`src/rtl/ldl_sfifo_v2.sv`:
```
// ldl_sfifo_v2: single-clock FIFO, depth 2**AW, with registered level and flags.
// AHEAD=1 gives first-word-fall-through output; AHEAD=0 gives a 1-cycle registered read.
// Ports in : clk, rst (async, active-high), we, re, din[DW], err_clr
// Ports out: dout[DW], empty, full, aempty, afull, level[AW+1], wcnt[AW], rcnt[AW], ovf, udf
// Macro LDL_SFIFO_V2_ERR_EN enables the sticky ovf/udf flags; otherwise they are tied low.
module ldl_sfifo_v2 #(
    parameter int DW     = 8,
    parameter int AW     = 4,
    parameter int AHEAD  = 1,
    parameter int AFULL  = 2**AW - 2,
    parameter int AEMPTY = 1
) (
    input  logic          clk,
    input  logic          rst,
    input  logic          we,
    input  logic          re,
    input  logic [DW-1:0] din,
    input  logic          err_clr,
    output logic [DW-1:0] dout,
    output logic          empty,
    output logic          full,
    output logic          aempty,
    output logic          afull,
    output logic [AW:0]   level,
    output logic [AW-1:0] wcnt,
    output logic [AW-1:0] rcnt,
    output logic          ovf,
    output logic          udf
);

    localparam int          DEPTH   = 2**AW;
    localparam logic [AW:0] C_DEPTH = (AW+1)'(DEPTH);
    localparam logic [AW:0] C_AF    = (AW+1)'(AFULL);
    localparam logic [AW:0] C_AE    = (AW+1)'(AEMPTY);
    localparam logic [AW:0] C_ONE   = (AW+1)'(1);

    logic [DW-1:0] r_mem [DEPTH];
    logic [AW-1:0] r_wcnt;
    logic [AW-1:0] r_rcnt;
    logic [AW:0]   r_level;
    logic          r_empty;
    logic          r_full;
    logic          r_aempty;
    logic          r_afull;

    logic          w_wr;
    logic          w_rd;
    logic [AW:0]   w_lvl_nxt;

    // Acceptance uses the registered flags, so a full FIFO with we=re=1
    // accepts only the read and an empty one only the write.
    assign w_wr = we & ~r_full;
    assign w_rd = re & ~r_empty;

    always_comb begin
        w_lvl_nxt = r_level;
        if (w_wr && !w_rd) begin
            w_lvl_nxt = r_level + C_ONE;
        end else if (w_rd && !w_wr) begin
            w_lvl_nxt = r_level - C_ONE;
        end
    end

    // Storage is not reset; stale words are unreachable once the pointers clear.
    always_ff @(posedge clk) begin
        if (w_wr) begin
            r_mem[r_wcnt] <= din;
        end
    end

    always_ff @(posedge clk or posedge rst) begin
        if (rst) begin
            r_wcnt   <= '0;
            r_rcnt   <= '0;
            r_level  <= '0;
            r_empty  <= 1'b1;
            r_full   <= 1'b0;
            r_aempty <= 1'b1;
            r_afull  <= 1'b0;
        end else begin
            if (w_wr) begin
                r_wcnt <= r_wcnt + AW'(1);
            end
            if (w_rd) begin
                r_rcnt <= r_rcnt + AW'(1);
            end
            r_level  <= w_lvl_nxt;
            r_empty  <= (w_lvl_nxt == '0);
            r_full   <= (w_lvl_nxt == C_DEPTH);
            r_aempty <= (w_lvl_nxt <= C_AE);
            r_afull  <= (w_lvl_nxt >= C_AF);
        end
    end

    generate
        if (AHEAD != 0) begin : g_fwft
            // Head word shown directly; forced to zero while nothing is stored
            // so the output matches its reset value when empty.
            assign dout = r_empty ? '0 : r_mem[r_rcnt];
        end else begin : g_reg
            logic [DW-1:0] r_dout;
            always_ff @(posedge clk or posedge rst) begin
                if (rst) begin
                    r_dout <= '0;
                end else if (w_rd) begin
                    r_dout <= r_mem[r_rcnt];
                end
            end
            assign dout = r_dout;
        end
    endgenerate

`ifdef LDL_SFIFO_V2_ERR_EN
    logic r_ovf;
    logic r_udf;

    // A fresh error outranks err_clr so it is never lost.
    always_ff @(posedge clk or posedge rst) begin
        if (rst) begin
            r_ovf <= 1'b0;
            r_udf <= 1'b0;
        end else begin
            if (we && r_full) begin
                r_ovf <= 1'b1;
            end else if (err_clr) begin
                r_ovf <= 1'b0;
            end
            if (re && r_empty) begin
                r_udf <= 1'b1;
            end else if (err_clr) begin
                r_udf <= 1'b0;
            end
        end
    end

    assign ovf = r_ovf;
    assign udf = r_udf;
`else
    logic w_unused_err_clr;
    assign w_unused_err_clr = err_clr;
    assign ovf = 1'b0;
    assign udf = 1'b0;
`endif

    assign wcnt   = r_wcnt;
    assign rcnt   = r_rcnt;
    assign level  = r_level;
    assign empty  = r_empty;
    assign full   = r_full;
    assign aempty = r_aempty;
    assign afull  = r_afull;

endmodule

```
`config.mk`:
```
export PLATFORM = sky130hd
export DESIGN_NAME = ldl_sfifo_v2
export DESIGN_NICKNAME = d
export VERILOG_FILES = /design/src/rtl/ldl_sfifo_v2.sv
export SDC_FILE = /design/constraint.sdc
export NUM_CORES = 1
export LEC_CHECK = 0
export CORE_ASPECT_RATIO = 1.25
export CORE_MARGIN = 5
export CORE_UTILIZATION = 35
export CTS_CLUSTER_DIAMETER = 200
export DETAILED_ROUTE_END_ITERATION = 10
export HOLD_SLACK_MARGIN = 0.06
export PLACE_DENSITY = 0.6
export SETUP_SLACK_MARGIN = 0.4
export SLEW_MARGIN = 30
export SYNTH_ARGS = -nofsm -noshare
export SYNTH_HDL_FRONTEND = slang
export SYNTH_SLANG_ARGS = --single-unit
```
`constraint.sdc`:
```
create_clock -name clk -period 5.31 [get_ports clk]
set_input_delay 1.062 -clock clk [delete_from_list [all_inputs] [get_ports clk]]
set_output_delay 1.062 -clock clk [all_outputs]
set_load 0.03 [all_outputs]
```
# --- Word-level counts from Yosys, hierarchy flattened ---
# Memories as Yosys holds them, arrays and structs flattened.
# Index checks and enable logic that the tools add are counted.
op_classes:
  addsub: 4
  magnitude_cmp: 2
  eq_ne: 1
  mux: 5
  bitwise: 4
  n_reduce_logical: 5
op_table:
  columns: ["cell", "n"]
  rows:
  - ["$mux W5", 2]
  - ["$add A4 B1 Y4 const B", 2]
  - ["$mux W8", 1]
  - ["$add A5 B1 Y5 const B", 1]
  - ["$eq A5 B5 Y1 const B", 1]
  - ["$ge A5 B4 Y1 const B", 1]
  - ["$le A5 B1 Y1 const B", 1]
  - ["$logic_not A5 Y1", 1]
  - ["$sub A5 B1 Y5 const B", 1]
  - ["$and A1 B1 Y1", 2]
  - ["$logic_and A1 B1 Y1", 2]
  - ["$logic_not A1 Y1", 2]
  - ["$mux W1", 2]
  - ["$not A1 Y1", 2]
totals:
  ff_bits: 17
  mem_bits_rw: 128
  input_bits: 13
  output_inout_bits: 27
  word_cells: 29
  mem_count: 1
mem_list:
  columns: ["name", "depth", "word_bits", "rd", "rd_clocked_by_memory_dff", "wr", "line_no", "source"]
  rows:
  - ["r_mem", 16, 8, 1, 0, 1, "37", "logic [DW-1:0] r_mem [DEPTH];"]

# --- Logic depth before layout (Yosys ltp) ---
logic_depth:
  depth_word: 7
  depth_mapped: 7

# --- Worst setup path after synthesis ---
# No wires, ideal clock.
synth_timing:
  kind: "register to output"
  start: "reg r_rcnt[0], in the netlist rcnt[0]"
  end: "out dout[0]"
  arrival_time_ns: 1.877
  required_time_ns: 4.248
  setup_slack_ns: 2.371
  stages_incl_launch_ff: 6
  path_buffers: 2
  path_cell_list: "dfrtp_1 > buf_2 > buf_4 > mux4_2 > a22oi_1 > a21oi_1"
synth_between:
  elab_chain_len: 2
synth_rtl:
  columns: ["element", "line_no", "source"]
  rows:
  - ["start, declared", "39", "logic [AW-1:0] r_rcnt;"]
  - ["start signal, assigned", "85", "r_rcnt <= r_rcnt + AW'(1);"]
  - ["$mem_v2 Z16 W8", null, null]
  - ["$mux W8", "99", "assign dout = r_empty ? '0 : r_mem[r_rcnt];"]
  - ["end, declared", "19", "output logic [DW-1:0] dout,"]
# Every way passes these cells.

# --- Worst setup path after layout ---
layout_timing:
  start: "reg r_rcnt[0], in the netlist rcnt[0]"
  end: "out dout[3]"
# Same word-level chain as after synthesis.

==> summary.json <==
{
  "status": {"value": "completed"},
  "hpwl": {"value": 7890, "unit": "um"},
  "post_synth_most_frequent_cells": {"value": "128 x sky130_fd_sc_hd__edfxtp_1, 32 x sky130_fd_sc_hd__mux4_2, 16 x sky130_fd_sc_hd__a22oi_1, 15 x sky130_fd_sc_hd__dfrtp_1, 13 x sky130_fd_sc_hd__nor2_1"},
  "insertion_delay": {"value": 0.41, "unit": "ns"},
  "synth_enable_flop_cells": {"value": 128},
  "vdd_ir_max": {"value": 0.326, "unit": "mV"},
  "synthTopCellsByArea": {"value": "sky130_fd_sc_hd__edfxtp_1 65%, sky130_fd_sc_hd__mux4_2 12%, sky130_fd_sc_hd__dfrtp_1 6.4%"},
  "multi_input_comb_area": {"value": 1480, "unit": "um2"},
  "crit_path_top_delay_cell": {"value": "sky130_fd_sc_hd__dfrtp_2"},
  "post_synth_instance_area": {"value": 5890, "unit": "um2"},
  "clockRootBuffer": {"value": "sky130_fd_sc_hd__clkbuf_16"},
  "drt_pre_antenna_iters": {"value": 4},
  "grt_start_max_net_pins": {"value": 37},
  "power_frac_comb": {"value": 34.6, "unit": "%"},
  "layout-area-overhead-vs-synth": {"value": 19.1, "unit": "%"},
  "hold_path_class": {"value": "flip-flop to flip-flop"},
  "top_level_ports": {"value": 40},
  "synth_flop_cell": {"value": "sky130_fd_sc_hd__edfxtp_1"},
  "detailroute.via_count": {"value": 2877},
  "netSwitchingPower": {"value": 1450, "unit": "uW"},
  "post_synth_inst_count": {"value": 301},
  "groute.usage.overall": {"value": 13.0, "unit": "%"},
  "number_of_antenna_violations_at_the_first_check_in_global_routing": {"value": 0},
  "htree_num_levels": {"value": 4},
  "cts.sink_count": {"value": 145},
  "grt_pass1_vias": {"value": 3138},
  "drv.max_cap_violation_count": {"value": 0},
  "critical_path.max_fanout": {"value": 19},
  "max_freq": {"value": 0.242, "unit": "GHz"},
  "maxSlewHeadroom": {"value": 35.2, "unit": "%"},
  "period_utilization_post_route": {"value": 77.7, "unit": "%"},
  "tightest_slew": {"value": 0.968, "unit": "ns"},
  "cp_data_required_time": {"value": 4.25, "unit": "ns"},
  "diodes": {"value": 0},
  "ctsLongestPathBuffers": {"value": 2},
  "synthMostInstantiatedCell": {"value": "sky130_fd_sc_hd__edfxtp_1"},
  "startpoint_type": {"value": "flip-flop"},
  "design.die.area": {"value": 19500, "unit": "um2"},
  "slowest_delay": {"value": 0.78, "unit": "ns"},
  "filler_cell_count": {"value": 1501},
  "clock_power_share": {"value": 26.5, "unit": "%"},
  "dieWidth": {"value": 126, "unit": "um"},
  "cts.repair.resized": {"value": 0},
  "sequential_area_share_after_synthesis": {"value": 72.5, "unit": "%"},
  "cellInternalPower": {"value": 2760, "unit": "uW"},
  "finalHoldWorstSlack": {"value": 0.569, "unit": "ns"},
  "postCtsHoldBufs": {"value": 0},
  "final_hold_viol_count": {"value": 0},
  "initial_core_util": {"value": 35.2, "unit": "%"},
  "switching_share": {"value": 34.5, "unit": "%"},
  "cts_tree": {"value": "built"},
  "place.detailed.instances": {"value": 545},
  "slew_violations": {"value": 0},
  "finalClockSkew": {"value": 0.00815, "unit": "ns"},
  "rsz0062_at_grt": {"value": "false"},
  "postSynthAreaPerCell": {"value": 19.6, "unit": "um2"},
  "clkSlewWorstSetupHoldPaths": {"value": 0.06, "unit": "ns"},
  "yosysUniqueCellTypes": {"value": 41},
  "setup_tns": {"value": 0, "unit": "ns"},
  "gpl.final_weighted_congestion": {"value": 0.731},
  "ys_seq_elements": {"value": 145},
  "total_power_divided_by_cell_area": {"value": 600, "unit": "nW/um2"},
  "seqPwrFrac": {"value": 38.9, "unit": "%"},
  "post_cts_setup_buffers": {"value": 0},
  "y_dimension_of_the_die": {"value": 155, "unit": "um"},
  "antenna_violating_nets_post_route": {"value": 0},
  "core_area": {"value": 16700, "unit": "um2"},
  "layout-drive-gt1-share": {"value": 24.4, "unit": "%"},
  "stdcell_count": {"value": 577},
  "grt_remaining_overflow": {"value": 0},
  "share_of_the_synthesized_area_in_the_top_cell_type": {"value": 65.3, "unit": "%"},
  "worstSetupEndpointType": {"value": "primary output"},
  "cts_buffers": {"value": 17},
  "setup_viol": {"value": 0},
  "nets": {"value": 364},
  "async_reset_ff_share": {"value": 11.7, "unit": "%"},
  "detail_route.wl_per_cell": {"value": 20.7, "unit": "um"},
  "cp_data_arrival_time": {"value": 3.06, "unit": "ns"},
  "routed_wl": {"value": 11900, "unit": "um"},
  "setup.worst_path.class": {"value": "flip-flop to primary output"},
  "synth_largest_area_cell": {"value": "sky130_fd_sc_hd__edfxtp_1"},
  "portBuffers": {"value": 36},
  "post_layout_minimum_cycle_time": {"value": 4.13, "unit": "ns"},
  "drc_errors": {"value": 0},
  "p_leak": {"value": 0.00228, "unit": "uW"},
  "avgViaCountPerCell": {"value": 4.99},
  "initialDrtViolationCount": {"value": 256},
  "cp_cell_sequence": {"value": "buf_12 > mux4_2 > a22oi_1 > a21oi_1 > clkdlybuf4s50_1"},
  "first_pass_grt_wire_length": {"value": 18600, "unit": "um"},
  "yosys_warnings": {"value": 0},
  "row_count": {"value": 53},
  "regArea": {"value": 4270, "unit": "um2"},
  "total_power": {"value": 4210, "unit": "uW"}
}
[kinds of logic (layout without fill, tap and decap cells)]
| family | after synthesis | after routing | synth area share, % |
|---|---|---|---|
| xor+xnor | 11 | 11 | 2.34 |
| mux | 32 | 32 | 12.2 |
| fa+ha+maj | 8 | 8 | 1.66 |
| compound gates | 31 | 31 | 3.91 |
| buf+inv | 23 | 78 | 2.38 |
| other cells | 1 | 2 | 0.0637 |
| simple gates | 50 | 50 | 4.89 |
| flops | 145 | 145 | 72.5 |
[sequential cells by signal, summed over array words and instances, names as in the netlist]
| name | flops |
|---|---|
| r_mem | 128 |
| level | 5 |
| rcnt | 4 |
| wcnt | 4 |
| aempty | 1 |
| afull | 1 |
| empty | 1 |
| full | 1 |
[layer usage]
metal  vias up  track usage, %  routed length, um
li1       1278               -                  -
met2        84            21.0               6080
met3         6            4.50                596
met5         -               0                  0
met1      1509            16.6               5170
met4         0            3.83                 78
[worst max-delay path: cells and delay by family (launching register included)]
kind,cells,cell delay [ns]
flip-flops,1,0.78
buffers and inverters,2,0.90
AO/OA/AOI/OAI,2,0.41
multiplexers,1,0.54
[area by class of cell]
class / instances / share of cell area (%)
clock inverter: 14 / 1.75
inverter: 5 / 0.268
sequential: 145 / 60.9
timing repair buffer: 41 / 5.85
tap: 220 / 3.92
multi-input combinational: 134 / 21.2
clock buffer: 18 / 6.12
[metrics by stage]
step / utilization, % / instance area (um2) / setup WS [ns]
2_1_floorplan: - / 5890 / 2.37
3_3_place_gp: 38.7 / 6460 / 1.57
3_5_place_dp: 38.7 / 6460 / 1.55
4_1_cts: 42.0 / 7010 / 1.07
5_1_grt: 42.0 / 7010 / 0.997
6_report: 42.0 / 7010 / 1.18
[power groups by stage]
stage	Sequential (uW)	Combinational, uW	Clock (uW)
floorplan	1630	981	0
global placement	1660	1450	0
detailed placement	1670	1470	0
CTS	1650	1480	1130
global route	1670	1550	1190
finish	1640	1460	1120
[path summary, 6_finish.rpt]
kind                       startpoint            to  slack, ns  cells past startpoint
max in group asynchronous         rst       rcnt[1]       3.79                      2
max reg2reg                      full  r_mem[15][6]       2.82                      3
min reg2reg                  level[4]      level[4]       0.57                      1
min in group asynchronous         rst      level[0]       1.06                      2
min                          level[4]      level[4]       0.57                      1
max                           rcnt[0]       dout[3]       1.18                      5
[layout by cell type, fill, tap and decap left out, types with 4 or more instances in the layout]
master | netlist | routed
sky130_fd_sc_hd__inv_1 | 5 | 5
sky130_fd_sc_hd__edfxtp_1 | 128 | 128
sky130_fd_sc_hd__a21oi_1 | 9 | 9
sky130_fd_sc_hd__clkinv_2 | 0 | 8
sky130_fd_sc_hd__nor2_1 | 13 | 12
sky130_fd_sc_hd__buf_4 | 3 | 4
sky130_fd_sc_hd__nor3_1 | 5 | 5
sky130_fd_sc_hd__ha_1 | 7 | 7
sky130_fd_sc_hd__mux4_2 | 32 | 32
sky130_fd_sc_hd__clkdlybuf4s50_1 | 0 | 36
sky130_fd_sc_hd__xnor2_1 | 7 | 7
sky130_fd_sc_hd__dfrtp_1 | 15 | 13
sky130_fd_sc_hd__a22oi_1 | 16 | 16
sky130_fd_sc_hd__nand2_1 | 12 | 12
sky130_fd_sc_hd__clkbuf_16 | 0 | 17
Power figures use the tool's default switching activity.
